## config.mk

```make
export PLATFORM = sky130hd
export DESIGN_NAME = dff_pipe_tmr
export DESIGN_NICKNAME = d
export VERILOG_FILES = /design/src/rtl/tmr_test_pkg.sv /design/src/rtl/dff_pipe_stage.sv /design/src/rtl/dff_pipe_tmr.sv
export SDC_FILE = /design/constraint.sdc
export NUM_CORES = 1
export LEC_CHECK = 0
export ABC_AREA = 1
export BUFFER_PORTS_ARGS = -buffer_cell sky130_fd_sc_hd__buf_2
export CORE_MARGIN = 4
export CORE_UTILIZATION = 52
export CTS_CLUSTER_DIAMETER = 50
export DETAILED_ROUTE_END_ITERATION = 12
export PLACE_DENSITY = 0.82
export SETUP_SLACK_MARGIN = 0.4
export SLEW_MARGIN = 20
export SYNTH_ARGS = -nofsm -noshare
export SYNTH_HDL_FRONTEND = slang
export SYNTH_SLANG_ARGS = --single-unit
export TNS_END_PERCENT = 10
```

## constraint.sdc

```tcl
create_clock -name clk -period 1.7 [get_ports clk]
set_clock_uncertainty 0.15 [all_clocks]
set_input_delay 0.17 -clock clk [delete_from_list [all_inputs] [get_ports clk]]
set_output_delay 0.17 -clock clk [all_outputs]
set_load 0.02 [all_outputs]
```

## src/rtl/tmr_test_pkg.sv

```systemverilog
// Shared helpers for the TMR pass test pipeline.
package tmr_test_pkg;

    function automatic int cnt_w(input int depth);
        return $clog2(depth + 1);
    endfunction

endpackage

```

## src/rtl/dff_pipe_stage.sv

```systemverilog
// One pipeline register stage: data plus valid bit, with stall and flush.
module dff_pipe_stage #(
    parameter int WIDTH = 8
) (
    input  logic             clk,
    input  logic             rst_n,
    input  logic             en,
    input  logic             flush,
    input  logic [WIDTH-1:0] d_data,
    input  logic             d_valid,
    output logic [WIDTH-1:0] q_data,
    output logic             q_valid
);

    logic [WIDTH-1:0] data_q;
    logic [WIDTH-1:0] data_d;
    logic             valid_q;
    logic             valid_d;

    // Flush only clears validity; the data registers keep their contents.
    always_comb begin
        data_d  = data_q;
        valid_d = valid_q;
        if (flush) begin
            valid_d = 1'b0;
        end else if (en) begin
            data_d  = d_data;
            valid_d = d_valid;
        end
    end

    always_ff @(posedge clk or negedge rst_n) begin
        if (!rst_n) begin
            data_q  <= '0;
            valid_q <= 1'b0;
        end else begin
            data_q  <= data_d;
            valid_q <= valid_d;
        end
    end

    assign q_data  = data_q;
    assign q_valid = valid_q;

endmodule

```

## src/rtl/dff_pipe_tmr.sv

```systemverilog
// DEPTH-stage valid-tracked register pipeline with flush, stall, optional
// output inversion and occupancy count; target design for triplication.
(* tamara_triplicate *)
module dff_pipe_tmr
    import tmr_test_pkg::*;
#(
    parameter int WIDTH  = 8,
    parameter int DEPTH  = 3,
    parameter bit INVERT = 1'b1
) (
    input  logic                      clk,
    input  logic                      rst_n,
    input  logic                      en,
    input  logic                      flush,
    input  logic [WIDTH-1:0]          a,
    input  logic                      in_valid,
    output logic [WIDTH-1:0]          o,
    output logic                      out_valid,
    output logic [cnt_w(DEPTH)-1:0]   count,
    (* tamara_error_sink *)
    output logic                      err
);

    localparam int CW = cnt_w(DEPTH);

    typedef struct packed {
        logic [WIDTH-1:0] data;
        logic             valid;
    } stage_t;

    if (WIDTH < 1 || DEPTH < 1) begin : g_param_err
        $error("dff_pipe_tmr: WIDTH and DEPTH must both be >= 1");
    end

    logic [DEPTH:0][WIDTH-1:0] chain_data;
    logic [DEPTH:0]            chain_valid;
    stage_t                    last_stage;

    assign chain_data[0]  = a;
    assign chain_valid[0] = in_valid;

    for (genvar k = 0; k < DEPTH; k++) begin : g_stage
        dff_pipe_stage #(
            .WIDTH(WIDTH)
        ) u_stage (
            .clk     (clk),
            .rst_n   (rst_n),
            .en      (en),
            .flush   (flush),
            .d_data  (chain_data[k]),
            .d_valid (chain_valid[k]),
            .q_data  (chain_data[k+1]),
            .q_valid (chain_valid[k+1])
        );
    end

    assign last_stage = '{data: chain_data[DEPTH], valid: chain_valid[DEPTH]};

    logic [CW-1:0] count_q;
    logic [CW-1:0] count_d;

    // Modular add/subtract is exact here: the true result always lies in 0..DEPTH.
    always_comb begin
        count_d = count_q;
        if (flush) begin
            count_d = '0;
        end else if (en) begin
            count_d = count_q + CW'(in_valid) - CW'(last_stage.valid);
        end
    end

    always_ff @(posedge clk or negedge rst_n) begin
        if (!rst_n) begin
            count_q <= '0;
        end else begin
            count_q <= count_d;
        end
    end

    always_comb begin
        o = INVERT ? ~last_stage.data : last_stage.data;
    end

    assign out_valid = last_stage.valid;
    assign count     = count_q;

`ifndef TAMARA
    assign err = 1'b0;
`endif

endmodule

```

## After elaboration in Yosys (flattened, before gate mapping)

Index checks and enable logic that the tools add are counted.

- $add $sub $neg: 2
- Multipliers: 0
- Divide/modulo/power cells: 0
- $lt $le $gt $ge: 0
- Equal/unequal tests: 0
- Shift operators: 0
- Multiplexer cells: 8
- Bitwise operators: 2
- Reductions and logical operators: 2

Operators with widths:

| cell | count |
|---|---|
| $not 8->8 | 1 |
| $mux 1 | 6 |
| $mux 2 | 2 |
| $add 2x1->2 | 1 |
| $reduce_and 2->1 | 1 |
| $reduce_bool 2->1 | 1 |
| $sub 2x1->2 | 1 |
| $not 1->1 | 1 |

- Register bits after elaboration: 29
- Latch bits: 0
- Memory bits (writable): 0
- Bits in read-only memories: 0
- Input port bits: 13
- Output and inout port bits: 12
- Memories: 0

## Logic depth before layout (Yosys ltp)

Gate-level depths: netlist (run 1).

- Depth in word-level cells: 4
- Gate-level depth with buffers: 9

## Cells and area by module

From an unflattened synthesis (run 1), not the netlist that was laid out.

- Cell total of the unflattened synthesis: 150
- Area, all modules: 1261.2 um^2

By module, submodules not included:

| module | times used | cells each | area an instance (um^2) | seq. area each (um^2) |
|---|---|---|---|---|
| dff_pipe_stage | 3 | 40 | 359.1 | 225.2 |
| dff_pipe_tmr | 1 | 30 | 183.9 | 50.0 |

## Least setup slack after synthesis (run 1)

Ideal clock, no wire load.

- Path kind: register -> register
- Start: register count_q[0] (netlist: count[0])
- End: register count_q[1] (netlist: count[1])
- Library setup time: 71 ps
- Data arrival time: 1312 ps
- Required time: 1479 ps
- Path slack: 166 ps
- Cell stages (with the launch flop): 10
- Path buffers: 0
- Path through: dfrtp_1 -> inv_1 -> ha_1 -> inv_1 -> ha_1 -> nand2_1 -> nand2_1 -> nor2_1 -> nor2_1 -> nor2_1

- Cells in the longest elaborated chain, start to end: 4

RTL lines:

| what | RTL line | RTL |
|---|---|---|
| from (decl) | dff_pipe_tmr.sv:59 | `logic [CW-1:0] count_q;` |
| from (signal assigned) | dff_pipe_tmr.sv:76 | `count_q <= count_d;` |
| $add 2x1->2 | dff_pipe_tmr.sv:68 | `count_d = count_q + CW'(in_valid) - CW'(last_stage.valid);` |
| $sub 2x1->2 | dff_pipe_tmr.sv:68 |  |
| $mux 2 | dff_pipe_tmr.sv:67 | `end else if (en) begin` |
| $mux 2 | dff_pipe_tmr.sv:65 | `if (flush) begin` |

No other way between the ends. The select of a mux whose other input is x is not followed.
A chain may end at the register's enable or synchronous reset.

## Worst setup path after layout (run 1)

Same ends and word-level chain as after synthesis.

==> results by group, run 1 <==
Floorplan
  – Die Area: 0.00319 mm²
  – Top Ports: 25
  – CORE AREA: between 0.002 and 0.0025 mm²
  – Num rows: 17
  – Die W: roughly 57 µm
  – Die extent in y: 56.5 µm
  – Starting Density: between 50% and 60%

Critical path
  – Critical path required time: between 1.5 and 2 ns
  – Type of the worst setup path: reg -> reg
  – Worst-path maximum fanout: 3
  – Critical Path Start Type: flop
  – Critical path, cell by cell: inv_2, ha_4, inv_2, ha_4, nand2_2, nand2_1, nor2_1, nor2_1, nor2_1
  – WP data arrival: ~1.5 ns
  – Crit-path most repeated cell: nor2_1
  – R2r setup slk: around 0.23 ns
  – CP Capture Type: flop
  – Max incr delay on CP: between 0.4 and 0.5 ns
  – Slowest CP cell: dfrtp_2

Global route
  – First-pass GRT wire length: about 3600 µm
  – Vias in the first global route: around 900
  – Largest net degree at the start of global routing: 40
  – Initial antenna violation count: 0
  – Global route overflow: 0
  – Gr usage total: between 15 and 20%

Clock network
  – Clock buffer depth: 2
  – CTS tree: done
  – Worst-Skew Late Latency: between 0.3 and 0.4 ns
  – Post-CTS resize count: 0
  – Clk pin slew, worst setup/hold paths: 0.09 ns
  – CTS sink count: 29
  – Cts bufs inserted: 5
  – Htree depth: 2
  – Root Driver: clkbuf_4

Run
  – Max-Cap Viols: 0

Route
  – Final WL: roughly 2100 µm
  – Avg Vias per Cell: ~4.7
  – Initial drt markers: 15
  – Via count: ~950
  – Drt wl/cell: 10.6 µm
  – Residual DRC count: 0
  – Drt pass-1 iters: 4
  – DRT antenna net count: 0

Power and ir drop
  – Max rail drop VDD: 0.761 mV
  – Pwr per Cell Area: approximately 1000 mW/mm²
  – Leakage: a little over 0.8 nW

Final layout
  – Layout cells sized above 1: approximately 25%
  – Final #Nets: approximately 190
  – Final cell area excluding filler cells: about 0.0015 mm²
  – Most common cell after layout, fill and taps aside: nand2_1
  – Filler cells: approximately 200
  – # diodes: 0
  – P&R area growth vs syn: 25.5%
  – Highest-count cells in the layout ignoring fill and taps: nand2_1, dfrtp_1, buf_2, inv_1

Yosys
  – Yosys reg bits: 29
  – Seq/Total Area, Yosys: roughly three fifths
  – Syn. warnings: 0
  – Syn Area/Cell: roughly 9 µm²
  – Synth Cell Area: 0.00122 mm²
  – Synth area leader: dfrtp_1
  – Syn nets: ~150
  – Top post-synthesis cells by area: dfrtp_1, nand2_1, inv_1, nand3_1, nor2_1
  – Syn Inst Count: about 140
  – Yosys top cell area share: between 50% and 60%
  – Synth cell types: 17

Place
  – DP Worst Slack: 0.237 ns
  – GPL Wtd Cong: 0.748
  – I/O Buffers: 23
  – DPL Wire Length: 1410 µm
  – Post-Place Cell Area: ~0.0014 mm²

Hold path
  – Worst Hold Class: in -> reg

STA
  – Hold WS: about 0.074 ns
  – Final WS setup: ~0.23 ns
  – Fmax: about 680 MHz
  – Setup_tns: 0 ns
  – Setup Viol. Count Final: 0
  – Fin crit period: ~1.5 ns
  – Final worst-path cycle share: around 86%
  – RSZ-0062 raised after global routing: yes
  – Slew at the pin closest to its max-slew limit: just over 0.6 ns
  – Final hold vios: 0
  – Max-slew headroom: between 50% and 60%
  – Max Slew Vio Count: 0

Outcome
  – Status: complete, no violations
## timing repair
action                                  4_1_cts  5_1_grt
endpoints found under the setup margin        2        5
setup buffers                                 1        0
hold endpoints to repair                     38        0
hold buffers                                 10        0
## metal layers
metal / share of wire [%] / global-route usage (%)
met1: 44 / 17.6
met2: 48 / 24.4
met3: 5.0 / 4.83
met4: 2.6 / 9.49
met5: 0 / 0
## worst paths after layout
path,from,end,depth (start not counted)
worst max-delay path,count[0],count[1],9
worst min-delay path,flush,g_stage[1].u_stage.q_valid,3
worst max register to register,count[0],count[1],9
worst min register to register,g_stage[0].u_stage.q_data[4],g_stage[0].u_stage.q_data[4],2
max in group asynchronous,rst_n,g_stage[2].u_stage.q_valid,2
min in group asynchronous,rst_n,g_stage[0].u_stage.q_valid,2
## sequential cells by signal, indices dropped and copies added (netlist names)
name,cells
g_stage.u_stage.q_data,24
g_stage.u_stage.q_valid,3
count,2
## kinds of logic after synthesis
family          synth area share, %
buf+inv                        11.1
simple gates                   20.0
compound gates                 7.16
other cells                   0.306
flops                          59.3
fa+ha+maj                      2.04
## per-stage QoR
| stage | std cells | power, mW | util, % |
|---|---|---|---|
| after floorplan | 136 | 1.02 | - |
| after global placement | 181 | 1.09 | 60.8 |
| after detailed placement | 181 | 1.11 | 60.8 |
| after CTS | 200 | 1.59 | 68.7 |
| after global routing | 200 | 1.68 | 68.7 |
| final | 200 | 1.57 | 68.7 |
## cells in the mapped netlist
library cell and count:
nand2_1 30, dfrtp_1 29, inv_1 19, nand3_1 13, nor2_1 13, a21oi_1 9
o21ai_0 6, buf_2 4, buf_6 3, ha_1 2, o22ai_1 2, buf_4 1
conb_1 1, inv_2 1, nand2_2 1, nand4_1 1, or2_1 1
## area by class of cell
type / instances / area [µm²] / share of cell area (%)
multi-input combinational: 79 / 389 / 25.3
clock buffer: 7 / 65.1 / 4.24
clock inverter: 1 / 5.00 / 0.326
inverter: 20 / 75.1 / 4.89
timing repair buffer: 36 / 238 / 15.5
sequential: 29 / 728 / 47.4
tap: 28 / 35.0 / 2.28
## power by group
group	switching [mW]	internal (mW)	total, mW
clock network	0.221	0.239	0.461
registers	0.0373	0.782	0.820
logic	0.176	0.110	0.286
total	0.435	1.13	1.57
## critical path: cells and delay by family (launching register included)
family        cells  cell delay (ns)
fa+ha+maj         2             0.34
buf+inv           2             0.14
flops             1             0.42
simple gates      5             0.32
(Power assumes the default switching activity.)
==> inputs of run 2 (changes only) <==
--- a/config.mk
+++ b/config.mk
@@ -8,13 +8,14 @@
 export ABC_AREA = 1
 export BUFFER_PORTS_ARGS = -buffer_cell sky130_fd_sc_hd__buf_2
 export CORE_MARGIN = 4
-export CORE_UTILIZATION = 52
+export CORE_UTILIZATION = 53
 export CTS_CLUSTER_DIAMETER = 50
 export DETAILED_ROUTE_END_ITERATION = 12
-export PLACE_DENSITY = 0.82
+export PLACE_DENSITY = 0.83
 export SETUP_SLACK_MARGIN = 0.4
 export SLEW_MARGIN = 20
 export SYNTH_ARGS = -nofsm -noshare
 export SYNTH_HDL_FRONTEND = slang
+export SYNTH_HIERARCHICAL = 1
 export SYNTH_SLANG_ARGS = --single-unit
 export TNS_END_PERCENT = 10
==> run 2 against run 1 <==
Compared with the run above: setup slack lost 0.021 ns; synthesized area grew 3.1%; global-route usage grew 4.2 points; hold slack gained 0.086 ns; die area grew 0.96%; final cell count grew 9.0%; flip-flop and latch count is the same; synthesized cell count grew 10%; critical path depth is the same; wire length grew 21%; fmax shrank 1.4%; final area grew 7.5%.
==> results by group, run 2 <==
STA
  – Final worst-path cycle share: 87.8% (was 86.5%)
  – Setup Viol. Count Final: 0 (unchanged)
  – Max-slew headroom: 58.9% (was 59.4%)
  – Max Slew Vio Count: 0 (unchanged)
  – Fmax: 670 MHz (was 680 MHz)
  – Fin crit period: 1.49 ns (was 1.47 ns)
  – Setup_tns: 0 ns (unchanged)
  – Final hold vios: 0 (unchanged)
  – RSZ-0062 raised after global routing: yes (unchanged)
  – Slew at the pin closest to its max-slew limit: 0.616 ns (was 0.608 ns)
  – Final WS setup: 0.208 ns (was 0.230 ns)

Power and ir drop
  – Comb power frac: 16.9% (was 18.3%)
  – Flop pwr share: 45.3% (was 52.3%)
  – Max rail drop VDD: 1.04 mV (was 0.761 mV)
  – P_int: 1.36 mW (was 1.13 mW)
  – Leakage: 0.898 nW (was 0.825 nW)
  – Final Total Pwr: 1.84 mW (was 1.57 mW)
  – P_sw: 484 µW (was 435 µW)
  – Switching part of the total: 26.2% (was 27.7%)
  – Pwr per Cell Area: 1120 mW/mm² (was 1020 mW/mm²)
  – Clock Power Share: 37.8% (was 29.4%)

Yosys
  – Syn Area/Cell: 8.41 µm² (was 9.00 µm²)
  – Yosys reg bits: 29 (unchanged)
  – Synth cell types: 12 (was 17)
  – Asr flop ratio synth: 100% (unchanged)
  – Synth area leader: dfrtp_1 (unchanged)
  – Synth cell count leaders: nand2_1, dfrtp_1, nand3_1 (was nand2_1, dfrtp_1, inv_1)
  – Most frequent cell after synthesis: nand2_1 (unchanged)
  – Seq/Total Area, Yosys: 57.5% (was 59.3%)
  – Predominant post-synthesis flop cell: dfrtp_1 (unchanged)
  – Top post-synthesis cells by area: dfrtp_1, nand2_1, nand3_1, inv_1, buf_4 (was dfrtp_1, nand2_1, inv_1, nand3_1, nor2_1)
  – Yosys top cell area share: 57.5% (was 59.3%)
  – Number of synthesized flops with an enable pin: 0 (unchanged)
  – Synth Cell Area: 0.00126 mm² (was 0.00122 mm²)
  – Syn nets: 165 (was 151)
  – Syn. warnings: 6 (was 0)
  – Syn Inst Count: 150 (was 136)

Clock network
  – Clk pin slew, worst setup/hold paths: 0.09 ns (about the same)
  – CTS tree: done (unchanged)
  – Htree depth: 2 (unchanged)
  – Cts bufs inserted: 5 (unchanged)
  – CTS sink count: 29 (unchanged)
  – Worst-Skew Late Latency: 0.32 ns (about the same)
  – Post-CTS setup repair buffer count: 0 (was 1)
  – Root Driver: clkbuf_4 (unchanged)
  – Clock buffer depth: 2 (unchanged)

Final layout
  – Filler cells: 188 (was 199)
  – Highest-count cells in the layout ignoring fill and taps: nand2_1, dfrtp_1, nand3_1, buf_2, dlygate4sd3_1 (was nand2_1, dfrtp_1, buf_2, inv_1)
  – P&R area growth vs syn: 30.9% (was 25.5%)
  – Final #Nets: 204 (was 186)
  – Layout cells sized above 1: 25.8% (was 25.0%)
  – # diodes: 0 (unchanged)
  – Max FFs per register: 24 (unchanged)
  – Final cell area excluding filler cells: 0.00165 mm² (was 0.00154 mm²)
  – Post-route core utilization: 73.9% (was 68.7%)
  – Most common cell after layout, fill and taps aside: nand2_1 (unchanged)

Place
  – DP Worst Slack: 0.179 ns (was 0.237 ns)
  – GPL Wtd Cong: 0.710 (was 0.748)
  – Post-Place Cell Area: 0.00143 mm² (was 0.00136 mm²)
  – I/O Buffers: 23 (unchanged)
  – DPL Wire Length: 1730 µm (was 1410 µm)

Floorplan
  – Die extent in y: 56.8 µm (was 56.5 µm)
  – Starting Density: 56.5% (was 54.8%)
  – CORE AREA: 0.00223 mm² (unchanged)
  – Die W: 56.8 µm (was 56.5 µm)
  – Num rows: 17 (unchanged)
  – Die Area: 0.00322 mm² (was 0.00319 mm²)
  – Top Ports: 25 (unchanged)

Route
  – DRT antenna net count: 0 (unchanged)
  – Via count: 1082 (was 945)
  – Drt pass-1 iters: 4 (unchanged)
  – Drt wl/cell: 11.8 µm (was 10.6 µm)
  – Residual DRC count: 0 (unchanged)
  – Final WL: 2580 µm (was 2130 µm)
  – Initial drt markers: 17 (was 15)
  – Avg Vias per Cell: 4.96 (was 4.73)

Global route
  – Vias in the first global route: 1138 (was 904)
  – Initial antenna violation count: 0 (unchanged)
  – Global route overflow: 0 (unchanged)
  – Gr usage total: 19.4% (was 15.3%)
  – First-pass GRT wire length: 4800 µm (was 3640 µm)
  – Largest net degree at the start of global routing: 30 (was 40)

Outcome
  – Status: complete, no violations (unchanged)

Critical path
  – Reg2reg path depth: 9 (unchanged)
  – Type of the worst setup path: reg -> reg (unchanged)
  – Worst-path maximum fanout: 3 (unchanged)
  – Critical Path Start Type: flop (unchanged)
  – WP data arrival: 1.56 ns (was 1.53 ns)
  – CP Capture Type: flop (unchanged)
  – Critical path required time: 1.77 ns (was 1.76 ns)

Run
  – Max-Cap Viols: 0 (unchanged)

Hold path
  – Worst Hold Class: in -> reg (unchanged)
  – Hold-critical path depth: 3 (unchanged)
==> run 2: routing by layer <==
metal	vias to the layer above	share of wire, %	GRT usage (%)
met2	27	55	36.8
met1	505	38	18.7
met3	7	4.8	5.06
met5	-	0	0
li1	543	-	-
met4	0	2.2	10.6
==> run 2: logic make-up after synthesis <==
kind of cell / synth area share, %
other: 0.297
AOI/OAI and AO/OA: 1.39
DFF: 57.5
buffers and inverters: 7.14
adders and majority gates: 1.98
and+or+nand+nor: 31.6
==> run 2: power groups by stage <==
stage               combinational, mW  clock (mW)  sequential, mW
floorplan                       0.189           0           0.841
global placement                0.273           0           0.843
detailed placement              0.287           0           0.849
CTS                             0.307       0.703           0.836
global route                    0.351       0.740           0.851
finish                          0.311       0.696           0.835
==> run 2: final timing paths <==
kind / endpoint / from / slack (ns)
worst max register to register: count[1] / g_stage[2].u_stage/q_valid / 0.21
worst min-delay path: g_stage[2].u_stage/q_valid / en / 0.16
worst max-delay path: count[1] / g_stage[2].u_stage/q_valid / 0.21
worst min register to register: g_stage[2].u_stage/q_data[1] / g_stage[2].u_stage/q_data[1] / 0.33
min in group asynchronous: count[1] / rst_n / 0.24
max in group asynchronous: count[0] / rst_n / 0.72
==> run 2: metrics by stage <==
step	hold slack, ns	instances
floorplan	-0.276	150
global placement	0.0590	199
detailed placement	0.0628	199
CTS	0.146	218
global route	0.176	218
finish	0.160	218
==> run 2: what timing repair did <==
action | in CTS | in global routing
cloned | 0 | 0
endpoints found under the hold margin | 39 | 0
gates resized for setup | 1 | 2
pin swaps | 5 | 2
setup endpoints to repair | 2 | 27
hold buffers | 11 | 0
==> run 2: worst max-delay path, cell delays in order (launching register included) <==
cell     delay, ns
dfrtp_2       0.44
ha_4          0.28
inv_4         0.03
ha_4          0.15
inv_2         0.04
nand2_2       0.05
nand3_2       0.05
nand2_1       0.05
nor2_1        0.10
nor2_1        0.05
==> run 2: layout make-up <==
class	instances	area, µm²	area share (%)
Clock buffer	5	37.5	2.27
Sequential cell	29	728	44.1
Timing Repair Buffer	36	240	14.6
Tap cell	28	35.0	2.12
Multi-Input combinational cell	101	482	29.2
Inverter	16	62.6	3.79
Clock inverter	3	65.1	3.94
